$ cat config.mk
export PLATFORM = sky130hd
export DESIGN_NAME = sprite_blitter
export DESIGN_NICKNAME = d
export VERILOG_FILES = /design/src/rtl/sprite_blitter.sv
export SDC_FILE = /design/constraint.sdc
export NUM_CORES = 1
export LEC_CHECK = 0
export ABC_AREA = 1
export CORE_ASPECT_RATIO = 1.4
export CORE_MARGIN = 4
export CORE_UTILIZATION = 47
export CTS_CLUSTER_DIAMETER = 150
export DETAILED_ROUTE_END_ITERATION = 7
export PLACE_DENSITY = 0.74
export SYNTH_ARGS = -nofsm -noshare
export SYNTH_HDL_FRONTEND = slang
export SYNTH_SLANG_ARGS = --single-unit
$ cat constraint.sdc
create_clock -name Clk -period 3.1 [get_ports Clk]
set_input_delay 0.62 -clock Clk [delete_from_list [all_inputs] [get_ports Clk]]
set_output_delay 0.62 -clock Clk [all_outputs]
set_load 0.02 [all_outputs]
$ cat src/rtl/sprite_blitter.sv
// sprite_blitter: copies one sprite from frame ROM into the framebuffer, skipping colour-keyed and off-screen pixels
module sprite_blitter #(
    parameter int          SPR_W       = 32,
    parameter int          SPR_H       = 32,
    parameter int          FB_W        = 640,
    parameter int          FB_H        = 480,
    parameter logic [23:0] TRANSPARENT = 24'hFFFFFF
) (
    input  logic        Clk,
    input  logic        Reset,
    input  logic        start,
    input  logic [9:0]  pos_x,
    input  logic [9:0]  pos_y,
    output logic        busy,
    output logic        done,
    output logic [18:0] rom_addr,
    input  logic [23:0] rom_data,
    output logic [18:0] fb_addr,
    output logic [23:0] fb_data,
    output logic        fb_we,
    input  logic        fb_ready
);
    localparam int XW = $clog2(SPR_W);
    localparam int YW = $clog2(SPR_H);
    typedef enum logic [2:0] {IDLE, FETCH, WAIT, WRITE, DONE} state_t;
    state_t        state_q, state_d;
    logic [9:0]    px_q, px_d, py_q, py_d;
    logic [XW-1:0] sx_q, sx_d;
    logic [YW-1:0] sy_q, sy_d;
    logic [18:0]   rom_addr_q, rom_addr_d, fb_addr_q, fb_addr_d;
    logic [23:0]   fb_data_q, fb_data_d;
    logic [10:0]   tx, ty;
    logic          last, need, adv, row_end;
    always_comb begin
        tx      = {1'b0, px_q} + 11'(sx_q);
        ty      = {1'b0, py_q} + 11'(sy_q);
        row_end = sx_q == XW'(SPR_W - 1);
        last    = row_end && sy_q == YW'(SPR_H - 1);
        need    = rom_data != TRANSPARENT && tx < 11'(FB_W) && ty < 11'(FB_H);
        adv     = (state_q == WAIT && !need) || (state_q == WRITE && fb_ready);
        state_d    = state_q;
        px_d       = px_q;
        py_d       = py_q;
        sx_d       = adv ? (row_end ? '0 : sx_q + XW'(1)) : sx_q;
        sy_d       = adv && row_end ? sy_q + YW'(1) : sy_q;
        rom_addr_d = adv && !last ? rom_addr_q + 19'd1 : rom_addr_q;
        fb_addr_d  = fb_addr_q;
        fb_data_d  = fb_data_q;
        case (state_q)
            IDLE: if (start) begin
                state_d    = FETCH;
                px_d       = pos_x;
                py_d       = pos_y;
                sx_d       = '0;
                sy_d       = '0;
                rom_addr_d = '0;
            end
            FETCH: state_d = WAIT;
            WAIT: begin
                fb_data_d = rom_data;
                if (need) begin
                    state_d   = WRITE;
                    fb_addr_d = 19'(ty) * 19'(FB_W) + 19'(tx);
                end else begin
                    state_d = last ? DONE : FETCH;
                end
            end
            WRITE: if (fb_ready) state_d = last ? DONE : FETCH;
            DONE: state_d = IDLE;
            default: state_d = IDLE;
        endcase
    end
    always_ff @(posedge Clk) begin
        if (Reset) begin
            state_q    <= IDLE;
            px_q       <= '0;
            py_q       <= '0;
            sx_q       <= '0;
            sy_q       <= '0;
            rom_addr_q <= '0;
            fb_addr_q  <= '0;
            fb_data_q  <= '0;
        end else begin
            state_q    <= state_d;
            px_q       <= px_d;
            py_q       <= py_d;
            sx_q       <= sx_d;
            sy_q       <= sy_d;
            rom_addr_q <= rom_addr_d;
            fb_addr_q  <= fb_addr_d;
            fb_data_q  <= fb_data_d;
        end
    end
    assign busy     = state_q == FETCH || state_q == WAIT || state_q == WRITE;
    assign done     = state_q == DONE;
    assign fb_we    = state_q == WRITE;
    assign rom_addr = rom_addr_q;
    assign fb_addr  = fb_addr_q;
    assign fb_data  = fb_data_q;
endmodule

==> run summary <==
Clk buf depth = 2
Final worst path period need = 3310 ps
Vias post-DR = 5839
Die ar. = 13900 µm²
Global-route track usage on met3 = 0.0385
Crit path max fanout = 4
Final HPWL from detailed placement = 11.7 mm
Cts hold-fix bufs = 0
Initial antenna violation count = 0
Layout cells sized above 1 = 0.189
Pwr/cell area = 557 nW/µm²
Seq/Total Area, Yosys = 0.337
Met1 track demand over resource = 0.241
Initial DRC count = 236
Vias in the first global route = 5679
Mean Syn Cell Area = 6.90 µm²
Initial cell density of the core = 0.478
Met2 Usage GRT = 0.443
DRT antenna net count = 0
Synth warnings = 0
Crit path kind = reg2reg
Fillers = 968
Psw = 1.61 mW
Residual DRC = 0
Maximum number of pins on one net before global-route repair = 57
Final Util = 0.673
Top post-synthesis cells by area = dfxtp_1 34%, nand2_1 12%, nor2_1 7.6%
Syn Nets = 905
Core area = 11800 µm²
TritonCTS Sinks = 95
Die span in y = 138 µm
Worst Hold End = fb_addr[5]
Worst Path Required = 3340 ps
Power Total = 4.43 mW
Post-synth top area share = 0.337
Min-Delay Path Depth = 2
I/O pin count = 113
Crit-path cells = ha_4, nand2_2, nand2_2, a31oi_2, xor2_1, inv_1, ha_1, ha_2, fa_2, xor2_2, nand3_2, nor3_4, nand3_2, buf_4, a21oi_2, nor2_1
Leakage = 3.38 nW
Gr ovfl total = 0
Routed WL = 16.2 mm
Setup TNS = -638 ps
Max cap viols = 0
H-tree Lvls = 3
Status = finished with violations
Worst-Margin Slew = 566 ps
Sw Ratio = 0.364
Drt pass-1 iters = 4
Seq pwr share = 0.343
Mapped Cells = 819
Reg2Reg Depth = 16
Most Used Layer, Global Route = met2
Final setup fails = 4
Ys flop type = dfxtp_1
Final WS setup = -207 ps
FMAX = 302 MHz
Comb power frac = 0.397
RePlAce Congestion = 0.882
Nets = 1067
Reg clk slew, reported paths = 70 ps
Hold crit path type = reg2reg
Cell taking the most area after synthesis = dfxtp_1
Max incr delay on CP = 450 ps
Mapped Area = 5650 µm²
Die Wd = 101 µm
CTS buffer count = 9
Relative slew slack = 0.619
Area Overhead vs Synth = 40.8%
Commonest non-fill, non-tap cell in the layout = nand2_1
Synth Register Bits = 95
Worst Setup SP = py_q[2]
Failing checks = negative setup slack
Per-cell routed wire length = 14.3 µm
Reg-to-reg endpoint = fb_addr[16]
Cell-internal power = 2.82 mW
Port bufs = 112
CP startpoint kind = flop
Most frequent cells in the layout = 170 x nand2_1, 112 x nor2_1, 112 x clkdlybuf4s50_1
Final Cycle Share = 1.07
Max-slew violation count = 0
Unique masters post-synth = 36
Site row count = 47
HP Start = fb_addr[5]
Clk_lat worst skew = 350 ps
FF-to-FF Start = py_q[2]
Worst Path Arrival = 3550 ps
Max rail drop VDD = 0.000366 V
Clock Skew = 4.97 ps
Post-synth ARST share = 0
CTS tree = built
Hold Vio Cnt, Final = 0
Critical Path Sink Type = flop
R2r setup slk = -210 ps
Crit-path slowest cell = fa_2
Tot GR Track Use = 0.231
First-pass GRT wire length = 25.9 mm
Via-to-Cell Ratio = 5.15
Unrepaired setup endpoints after global routing = true
Number of flops mapped to enable cells by yosys = 0
Diodes inserted = 0
Clock power share = 0.259
Clock root cell = clkbuf_16
## power by group through the flow
stage                     Combinational [mW]  Clock (mW)  Sequential (mW)
after global routing                    1.91        1.21             1.54
after global placement                  1.60           0             1.53
final                                   1.76        1.15             1.52
after detailed placement                1.61           0             1.54
after floorplan                        0.817           0             1.67
after CTS                               1.70        1.17             1.52
## critical path: cells and delay by family, from the launching register on
kind,cells,cell delay (ps)
xor+xnor,2,430
simple gates,6,700
fa+ha+maj,4,1180
buf+inv,2,250
compound gates,2,290
flops,1,340
## per-stage QoR
| step | instances | worst slack [ps] | cell area [µm²] | hold slack (ps) |
|---|---|---|---|---|
| 3_3_place_gp | 1103 | -102 | 7270 | 450 |
| 3_5_place_dp | 1103 | -163 | 7270 | 456 |
| 2_1_floorplan | 819 | 4.93 | 5710 | 445 |
| 4_1_cts | 1129 | -33.5 | 7790 | 467 |
| 5_1_grt | 1133 | -317 | 7950 | 499 |
| 6_report | 1133 | -207 | 7950 | 464 |
## cell type report
class                      count  area, µm²  area share
multi-input combinational    609       3590       0.451
tap                          147        184      0.0231
inverter                      88        330      0.0415
clock inverter                 7       82.6      0.0104
clock buffer                   9        225      0.0283
timing repair buffer         178       1630       0.205
sequential                    95       1910       0.241
## worst max path at each step
| stage | slack [ps] | end |
|---|---|---|
| 2_1_floorplan | 5 | fb_addr[16] |
| 3_3_place_gp | -100 | fb_addr[16] |
| 3_5_place_dp | -160 | fb_addr[18] |
| 4_1_cts | -30 | fb_addr[18] |
| 5_1_grt | -320 | fb_addr[16] |
| 6_report | -210 | fb_addr[16] |
## state kept, by name, indices dropped and copies added, names as in the netlist
signal	flops
state_q	3
fb_data	24
py_q	10
fb_addr	19
rom_addr	19
px_q	10
sx_q	5
sy_q	5
## layer usage
metal	vias to the layer above	wire (µm)	part of all wire
met5	-	0	0
met4	0	452	0.028
met3	35	498	0.031
met2	114	9070	0.56
met1	2704	6160	0.38
li1	2986	-	-
## what timing repair did
item | CTS | global route
gates cloned | 0 | 1
setup buffers | 10 | 3
endpoints found under the setup margin | 5 | 34
pin swaps | 24 | 15
gates resized for setup | 33 | 29
## cell families (layout without fill, tap and decap cells)
logic type      count (synthesis)  count (layout)  synth area share
buf+inv                       116             282            0.0868
simple gates                  410             411             0.323
compound gates                141             141             0.134
fa+ha+maj                      38              38            0.0895
flops                          95              95             0.337
xor+xnor                       19              19            0.0295
## cells in the mapped netlist (8+ instances only)
cell      number
ha_1          34
dfxtp_1       95
inv_1         85
nand3_2       12
clkbuf_1      18
nand2_1      179
o21ai_0       55
a21oi_1       65
nand4_1       12
nor2_1       115
xor2_1        11
a21oi_2       10
nand3_1       58
xnor2_1        8
Note: power is estimated with default switching activity, not from simulation.
